--- config.mk ---
export PLATFORM = sky130hd
export DESIGN_NAME = fact_arbiter
export DESIGN_NICKNAME = d
export VERILOG_FILES = /design/src/rtl/fact_pkg.sv /design/src/rtl/fact_arbiter_rr_pick.sv /design/src/rtl/fact_arbiter.sv
export SDC_FILE = /design/constraint.sdc
export NUM_CORES = 1
export LEC_CHECK = 0
export CORE_UTILIZATION = 45
export CTS_BUF_LIST = sky130_fd_sc_hd__clkbuf_2
export DETAILED_ROUTE_END_ITERATION = 6
export GPL_TIMING_DRIVEN = 0
export PLACE_DENSITY = 0.85
export SLEW_MARGIN = 20
export SYNTH_ARGS = -nofsm -noshare
export SYNTH_HDL_FRONTEND = slang
export SYNTH_SLANG_ARGS = --single-unit
--- constraint.sdc ---
create_clock -name CLK -period 3.65 [get_ports CLK]
set_clock_uncertainty 0.15 [all_clocks]
set_input_delay 0.365 -clock CLK [delete_from_list [all_inputs] [get_ports CLK]]
set_output_delay 0.365 -clock CLK [all_outputs]
set_load 0.01 [all_outputs]
--- src/rtl/fact_pkg.sv ---
// Shared types and default widths for the factorial-engine arbiter.
package fact_pkg;

  typedef enum logic [1:0] {
    IDLE  = 2'd0,
    GRANT = 2'd1,
    RUN   = 2'd2,
    DRAIN = 2'd3
  } state_t;

  localparam int DEF_XW = 4;
  localparam int DEF_RW = 32;

endpackage

--- src/rtl/fact_arbiter_rr_pick.sv ---
// Combinational round-robin picker: rotate the request vector by ptr,
// take the lowest set bit, rotate the winning index back.
module rr_pick #(
  parameter int N = 4,
  localparam int IW = $clog2(N)
) (
  input  logic [N-1:0]  req,
  input  logic [IW-1:0] ptr,
  output logic [N-1:0]  grant,
  output logic [IW-1:0] idx,
  output logic          any
);

  localparam logic [IW:0] NW = N[IW:0];

  // Both operands are below N, so one conditional subtract gives the modulo.
  function automatic logic [IW-1:0] wrap_add(input logic [IW-1:0] a, input logic [IW-1:0] b);
    logic [IW:0] s;
    s = {1'b0, a} + {1'b0, b};
    if (s >= NW) s = s - NW;
    return s[IW-1:0];
  endfunction

  logic [N-1:0]  rot;
  logic [IW-1:0] k;

  // NOTE: every signal written here gets a default first, so no latch can be inferred.
  always_comb begin
    rot   = '0;
    k     = '0;
    any   = 1'b0;
    grant = '0;
    for (int i = 0; i < N; i++) rot[i] = req[wrap_add(IW'(i), ptr)];
    for (int i = N - 1; i >= 0; i--) begin
      if (rot[i]) begin
        k   = IW'(i);
        any = 1'b1;
      end
    end
    idx = wrap_add(k, ptr);
    if (any) grant[idx] = 1'b1;
  end

endmodule

--- src/rtl/fact_arbiter.sv ---
// Round-robin front end sharing one factorial engine between N requesters;
// results come back tagged with the owning requester id.
module fact_arbiter
  import fact_pkg::*;
#(
  parameter int N   = 4,
  parameter int XW  = DEF_XW,
  parameter int RW  = DEF_RW,
  parameter int TMO = 255,
  localparam int IW = $clog2(N),
  localparam int WW = $clog2(TMO + 1)
) (
  input  logic            CLK,
  input  logic            RST,
  input  logic [N-1:0]    req,
  input  logic [N*XW-1:0] req_x,
  output logic [N-1:0]    gnt,
  output logic            rsp_valid,
  output logic [IW-1:0]   rsp_id,
  output logic [RW-1:0]   rsp_data,
  output logic            rsp_err,
  output logic            busy,
  output logic            eng_start,
  output logic [XW-1:0]   eng_x,
  input  logic            eng_done,
  input  logic [RW-1:0]   eng_result
);

  localparam logic [WW-1:0] WD_LIMIT = TMO[WW-1:0];
  localparam logic [IW-1:0] LAST_ID  = IW'(N - 1);

  state_t        state, state_next;
  logic [IW-1:0] ptr, id;
  logic [WW-1:0] wdog;
  logic [N-1:0]  pick_grant;
  logic [IW-1:0] pick_idx;
  logic          pick_any;

  rr_pick #(.N(N)) u_pick (
    .req  (req),
    .ptr  (ptr),
    .grant(pick_grant),
    .idx  (pick_idx),
    .any  (pick_any)
  );

  always_comb begin
    state_next = state;
    case (state)
      IDLE:    if (pick_any) state_next = GRANT;
      GRANT:   state_next = RUN;
      RUN:     if (eng_done || wdog == WD_LIMIT) state_next = DRAIN;
      DRAIN:   if (!eng_done) state_next = IDLE;
      default: state_next = IDLE;
    endcase
  end

  // NOTE: sequential state uses non-blocking assignments so every register samples pre-edge values.
  always_ff @(posedge CLK) begin
    if (RST) state <= IDLE;
    else     state <= state_next;
  end

  always_ff @(posedge CLK) begin
    if (RST) begin
      gnt       <= '0;
      rsp_valid <= 1'b0;
      rsp_id    <= '0;
      rsp_data  <= '0;
      rsp_err   <= 1'b0;
      eng_start <= 1'b0;
      eng_x     <= '0;
      ptr       <= '0;
      id        <= '0;
      wdog      <= '0;
    end else begin
      rsp_valid <= 1'b0;
      case (state)
        IDLE: begin
          if (pick_any) begin
            gnt   <= pick_grant;
            id    <= pick_idx;
            eng_x <= req_x[int'(pick_idx)*XW +: XW];
          end
        end
        GRANT: begin
          gnt       <= '0;
          eng_start <= 1'b1;
          ptr       <= (id == LAST_ID) ? '0 : id + IW'(1);
          wdog      <= '0;
        end
        RUN: begin
          if (eng_done) begin
            rsp_valid <= 1'b1;
            rsp_id    <= id;
            rsp_data  <= eng_result;
            rsp_err   <= 1'b0;
            eng_start <= 1'b0;
          end else if (wdog == WD_LIMIT) begin
            rsp_valid <= 1'b1;
            rsp_id    <= id;
            rsp_data  <= '0;
            rsp_err   <= 1'b1;
            eng_start <= 1'b0;
          end else begin
            wdog <= wdog + WW'(1);
          end
        end
        default: ;
      endcase
    end
  end

  assign busy = (state != IDLE);

endmodule

==> results of run 1 <==
-- stage by stage --
stage,utilization,cells
3_3_place_gp,0.658,425
2_1_floorplan,-,257
5_1_grt,0.682,441
3_5_place_dp,0.658,425
6_report,0.682,441
4_1_cts,0.682,441
-- critical path, cell delays in order, from the launching register on --
cell and delay (ns):
dfxtp_1 0.36, buf_4 0.17, nor2b_1 0.14, a221oi_1 0.26
a31oi_1 0.07, a211o_1 0.25, ha_1 0.19, xnor2_1 0.46
nand3b_1 0.38, o22ai_1 0.29, mux2i_1 0.11, nand2_1 0.07
-- layout make-up --
type	instances	area, sq um
Fill cell	440	1750
Tap cell	72	90.1
Clock inverter	6	80.1
Timing Repair Buffer	96	961
Clock buffer	10	50.0
Inverter	4	15.0
Sequential cell	59	1180
Multi-Input combinational cell	174	1250
Buffer	20	129
-- layout by cell type, fill, tap and decap left out, types with 4 or more instances in the layout --
cell | netlist | layout
clkdlybuf4s50_1 | 0 | 96
dfxtp_1 | 59 | 59
a22o_1 | 33 | 33
nor2_1 | 28 | 28
mux2i_1 | 18 | 18
nand2_1 | 16 | 16
clkbuf_2 | 1 | 11
a21oi_1 | 9 | 9
o22ai_1 | 8 | 8
ha_1 | 8 | 8
buf_2 | 6 | 6
nand4_1 | 5 | 5
buf_6 | 5 | 5
inv_1 | 4 | 4
nand3_1 | 4 | 4
clkbuf_1 | 4 | 4
-- path summary, 6_finish.rpt --
path	startpoint	end	slack, ns	cells past startpoint
setup / recovery	ptr[0]$_SDFFE_PP0P_	eng_x[2]$_SDFFE_PP0P_	0.70	11
hold / removal	RST	id[1]$_SDFFE_PP0P_	0.05	2
setup reg to reg	ptr[0]$_SDFFE_PP0P_	eng_x[2]$_SDFFE_PP0P_	0.70	11
hold reg to reg	eng_x[2]$_SDFFE_PP0P_	eng_x[2]$_SDFFE_PP0P_	0.31	2
-- sequential cells by signal, summed over array words and instances (netlist names) --
name       flops
rsp_valid      1
wdog           8
eng_start      1
ptr            2
state          2
gnt            4
eng_x          4
rsp_data      32
rsp_id         2
id             2
rsp_err        1
-- where the power goes --
| part | internal, mW | switching, mW | total [mW] | leakage, nW |
|---|---|---|---|---|
| sequential | 0.745 | 0.0622 | 0.807 | 0.479 |
| clock | 0.224 | 0.240 | 0.464 | 0.0770 |
| combinational | 0.469 | 0.483 | 0.952 | 0.959 |
-- layer usage --
layer,share of wire,track usage
met5,0,0
met4,0.023,0.0868
met3,0.050,0.0682
met2,0.49,0.365
met1,0.44,0.258
-- cell families after synthesis --
| kind of cell | count (synthesis) |
|---|---|
| muxes | 18 |
| adders and majority gates | 8 |
| buffers and inverters | 24 |
| xor gates and xnor gates | 6 |
| AOI/OAI and AO/OA | 69 |
| and+or+nand+nor | 73 |
| DFF | 59 |
==> summary.txt, run 1 <==
Floorplan
  – Core area: 5510 sq um
  – I/O pin count: just over 100
  – Site Rows: 27
  – Die H: approximately 78 um
  – Die Span X: between 70 and 80 um
  – Starting Density: 0.467
  – Die area: between 6000 and 7000 sq um

STA
  – Fin crit period: 2.95 ns
  – Final hold violations: 0
  – Worst slew margin: 0.566
  – Unrepaired setup endpoints after global routing: no
  – Worst slew pin tran: 0.651 ns
  – Worst Slack Setup Final: 0.700 ns
  – Final setup vio count: 0
  – Hold slack: approximately 0.05 ns
  – Max frequency: ~0.34 GHz
  – Setup TNS Final: 0 ns
  – Crit share post-route: 0.808
  – Pins over their slew limit: 0

Setup path
  – Critical path endpoint category: flop
  – WP data arrival: 3.23 ns
  – Worst Setup Start Kind: flop
  – Crit path max fanout: 10
  – Critical path type: flop to flop
  – CP Data Required Time: slightly below 4 ns

Power and ir drop
  – Leakage: between 1.5 and 2 nW
  – Power Density: between 500 and 600 nW/um^2
  – Maximum VDD drop: around 0.33 mV
  – Tot Pwr: approximately 2.2 mW

Detailed routing
  – Drt via density: 5.33
  – Routed length per instance: 14.4 um
  – Drt first pass iters: 6
  – Routed wire length: ~6300 um
  – Iteration-0 DRC Markers: 111
  – Via Count: about 2400
  – Routed Antenna Nets: 0
  – Residual DRC: 0

Final layout
  – Area Growth Syn to Fin: 45.9%
  – Design Area, Final: between 3000 and 4000 sq um
  – Share of cells above drive strength 1: 0.0949
  – # nets final: ~430
  – Diode count: 0

Clocking
  – Post-CTS sizing: 0
  – Root Buffer: clkbuf_2
  – Total clock buffers created by CTS: 9
  – CTS H-tree depth: 3
  – Post-CTS setup buffer count: 0
  – Clk slew on worst S/H paths: around 0.16 ns
  – CTS tree: built
  – Clk_lat worst skew: around 0.48 ns
  – Maximum root-to-sink buffer count: 2
  – CTS hold repair buffers: 0
  – Clock Sink Count: 59

Logic synthesis
  – Syn Std Cell Area: between 2000 and 3000 sq um
  – Post-synthesis adder-cell area fraction: 0.0389
  – Post-synth top cells: dfxtp_1, a22o_1, nor2_1, mux2i_1, nand2_1
  – Netlist cell types: 46
  – Post-synthesis xor/xnor area fraction: 0.0277
  – Syn Nets: 320
  – Simple-gate area share of the yosys netlist: 0.140
  – Cell with the most instances after synthesis: dfxtp_1
  – Avg Inst Size Synth: ~10 sq um
  – Synth area leaders: dfxtp_1, a22o_1, mux2i_1
  – Largest family of logic cells by synthesized area: compound AO/OA/AOI/OAI gates
  – Compound-Gate Fraction of Synth Area: 0.208
  – Synth Flop Type: dfxtp_1
  – Multiplexer area fraction after synthesis: 0.0700
  – Yosys warnings: 0
  – Post-synth ARST share: 0
  – Yosys top cell area share: 0.459
  – Post-synth EDFFs: 0
  – Post-synthesis register bit count: just under 60
  – Mapped Cells: around 260
  – Register area share after synthesis: 0.459
  – Dominant cell type by area after synthesis: dfxtp_1

Placement
  – Pre-CTS WS: around 0.26 ns
  – HPWL Detailed: 4750 um
  – Placed cell area: ~3600 sq um
  – I/O Buffers: 96
  – Routability cong.: between 0.8 and 0.9

Worst hold path
  – Worst Hold Class: input pin to flop

Global route
  – Initial antenna violation count: 0
  – Gr ovfl total: 0
  – Vias in the first global route: roughly 2200
  – Global-route wire length before repair: 10300 um
  – Tot GR Track Use: 0.218
  – Pin count of the biggest net entering global routing: 11

Outcome
  – Status: finished clean

Flow run
  – Max cap viols: 0
No activity file was read; power rests on OpenSTA's default activity.
==> run 2, diff against run 1 <==
Settings changed: CORE_UTILIZATION 45 to 41, PLACE_DENSITY 0.85 to 0.82.
Clock period 3.65 ns to 2.61 ns, I/O delays scaled along.
==> run 2 against run 1 <==
Critical path depth did not move. Maximum frequency increased by 18%. Cell count rose by 1.8%. Sequential share of layout area is 0.68 points lower. Combinational power rose by 49%. Worst setup slack worse by 0.59 ns. Non-clock buffer count grew 5. Power rose by 44%. Sequential cell count is the same. Register-to-register slack worse by 0.59 ns. Die area increased by 9.5%. Utilization shrank 3.9 points.
==> summary.txt, run 2 (same netlist as run 1, synthesis figures left out) <==
Final layout
  – Non-Filler Instances: 449 (was 441)
  – Max reg flops: 32 (unchanged)
  – Biggest register: rsp_data (unchanged)
  – Largest registers: rsp_data x32, wdog x8 (unchanged)
  – Multi-input logic area: 1290 sq um (was 1250 sq um)
  – Share of cells above drive strength 1: 0.123 (was 0.0949)
  – Layout Utilization: 0.643 (was 0.682)
  – Diode count: 0 (unchanged)
  – Area Growth Syn to Fin: 49.6% (was 45.9%)
  – Commonest non-fill, non-tap cell in the layout: clkdlybuf4s50_1 (unchanged)
  – # nets final: 432 (was 427)
  – Register area: 1180 sq um (about the same)
  – Fill count: 483 (was 440)
  – Design Area, Final: 3850 sq um (was 3750 sq um)
  – Most frequent cells in the layout: clkdlybuf4s50_1, dfxtp_1, a22o_1 (unchanged)

Power and ir drop
  – Power Density: 832 nW/um^2 (was 592 nW/um^2)
  – Maximum VDD drop: 0.535 mV (was 0.326 mV)
  – Gate power share: 0.442 (was 0.428)
  – Tot Pwr: 3.20 mW (was 2.22 mW)
  – Reg power frac: 0.357 (was 0.363)
  – Sw frac: 0.344 (was 0.353)
  – Int Pwr: 2.10 mW (was 1.44 mW)
  – Leakage: 1.56 nW (was 1.51 nW)
  – Switching power total: 1.10 mW (was 0.785 mW)
  – Clock power share: 0.201 (was 0.209)

Floorplan
  – Die Span X: 81.2 um (was 77.6 um)
  – Site Rows: 28 (was 27)
  – Die area: 6600 sq um (was 6030 sq um)
  – Starting Density: 0.430 (was 0.467)
  – I/O pin count: 101 (unchanged)
  – Die H: 81.2 um (was 77.6 um)
  – Core area: 5990 sq um (was 5510 sq um)

Global route
  – Gr ovfl total: 0 (unchanged)
  – Tot GR Track Use: 0.199 (was 0.218)
  – Pin count of the biggest net entering global routing: 11 (unchanged)
  – Met2 Track Usage GR: 0.303 (was 0.365)
  – Vias in the first global route: 2162 (was 2188)
  – M1 GR Usage: 0.253 (was 0.258)
  – Met3 Use GR: 0.0697 (was 0.0682)
  – Global-route wire length before repair: 9870 um (was 10300 um)
  – Layer with the highest usage: met2 (unchanged)
  – Initial antenna violation count: 0 (unchanged)

Clocking
  – Maximum root-to-sink buffer count: 2 (unchanged)
  – Clk slew on worst S/H paths: 0.17 ns (was 0.16 ns)
  – Clock Sink Count: 59 (unchanged)
  – CTS H-tree depth: 3 (unchanged)
  – Clk_lat worst skew: 0.47 ns (was 0.48 ns)
  – CTS tree: built (unchanged)
  – Total clock buffers created by CTS: 9 (unchanged)
  – Root Buffer: clkbuf_2 (unchanged)

Setup path
  – CP Data Required Time: 2.88 ns (was 3.93 ns)
  – Critical path endpoint category: flop (unchanged)
  – Critical-path top delay cell: dfxtp_4 (was xnor2_1)
  – Worst Setup Start Kind: flop (unchanged)
  – Crit path max fanout: 11 (was 10)
  – WP data arrival: 2.78 ns (was 3.23 ns)
  – Worst path cell trace: nor2b_1 > a221oi_2 > a31oi_1 > a211o_1 > ha_4 > xnor2_4 > nand3b_1 > buf_4 > o22ai_1 > mux2i_1 > nand2_1 (was buf_4 > nor2b_1 > a221oi_1 > a31oi_1 > a211o_1 > ha_1 > xnor2_1 > nand3b_1 > o22ai_1 > mux2i_1 > nand2_1)
  – Worst path max stage delay: 0.41 ns (was 0.46 ns)
  – Critical path type: flop to flop (unchanged)
  – FF-to-FF path depth: 11 (unchanged)

Placement
  – Placed cell area: 3630 sq um (was 3620 sq um)
  – Placed Instances: 428 (was 425)
  – I/O Buffers: 96 (unchanged)
  – HPWL Detailed: 4470 um (was 4750 um)
  – Routability cong.: 0.771 (was 0.803)
  – Pre-CTS WS: -0.622 ns (was 0.262 ns)

Detailed routing
  – Drt via density: 5.23 (was 5.33)
  – Routed length per instance: 13.8 um (was 14.4 um)
  – Routed wire length: 6190 um (was 6340 um)
  – Routed Antenna Nets: 0 (unchanged)
  – Drt first pass iters: 4 (was 6)
  – Via Count: 2348 (was 2351)
  – Residual DRC: 0 (unchanged)
  – Iteration-0 DRC Markers: 124 (was 111)

STA
  – Final hold violations: 0 (unchanged)
  – Hold slack: 0.203 ns (was 0.0499 ns)
  – Worst Slack Setup Final: 0.108 ns (was 0.700 ns)
  – Worst slew margin: 0.699 (was 0.566)
  – Fin crit period: 2.50 ns (was 2.95 ns)
  – Final setup vio count: 0 (unchanged)
  – Crit share post-route: 0.958 (was 0.808)
  – Pins over their slew limit: 0 (unchanged)
  – Setup TNS Final: 0 ns (unchanged)
  – Max frequency: 0.400 GHz (was 0.339 GHz)
  – Worst slew pin tran: 0.451 ns (was 0.651 ns)

Flow run
  – Max cap viols: 0 (unchanged)

Worst hold path
  – Worst Hold Class: input pin to flop (unchanged)
  – WHS Path Cells: 2 (unchanged)

Outcome
  – Status: finished clean (unchanged)
run 2: final cells by class:
class	count	share of cell area
multi-input cells	174	0.334
plain buffers	18	0.0322
flip-flops and latches	59	0.308
repair buffers	103	0.264
inverters	4	0.00390
well taps	75	0.0244
clock inverters	6	0.0208
clock buffers	10	0.0130
run 2: path summary, 6_finish.rpt:
check | start | to | slack (ns)
max reg2reg | ptr[0]$_SDFFE_PP0P_ | eng_x[3]$_SDFFE_PP0P_ | 0.11
max | ptr[0]$_SDFFE_PP0P_ | eng_x[3]$_SDFFE_PP0P_ | 0.11
min reg2reg | eng_x[2]$_SDFFE_PP0P_ | eng_x[2]$_SDFFE_PP0P_ | 0.30
min | eng_result[10] | rsp_data[10]$_SDFFE_PP0P_ | 0.20
run 2: worst max-delay path, delay by kind of cell (launching register included):
family	cells	cell delay, ns
mux	1	0.09
xor+xnor	1	0.27
flops	1	0.41
buf+inv	1	0.18
simple gates	3	0.32
fa+ha+maj	1	0.20
compound gates	4	0.81
run 2: what timing repair did:
| item | 4_1_cts | 5_1_grt |
|---|---|---|
| hold endpoints to repair | 1 | 0 |
| setup endpoints to repair | 4 | 4 |
| pin swaps | 1 | 5 |
| setup buffers | 1 | 5 |
| hold buffers | 1 | 0 |
| resized for setup | 4 | 6 |
run 2: metal layers:
| layer | wire length, um | up-vias |
|---|---|---|
| met4 | 44 | 0 |
| met1 | 2760 | 1107 |
| met3 | 383 | 4 |
| met2 | 3000 | 70 |
| li1 | - | 1167 |
| met5 | 0 | - |
run 2: power groups by stage:
stage               Clock (mW)  Sequential [mW]  Combinational, mW
global route             0.694             1.17               1.54
global placement             0             1.14               1.27
detailed placement           0             1.15               1.30
floorplan                    0             1.18              0.808
CTS                      0.656             1.13               1.37
finish                   0.645             1.14               1.42
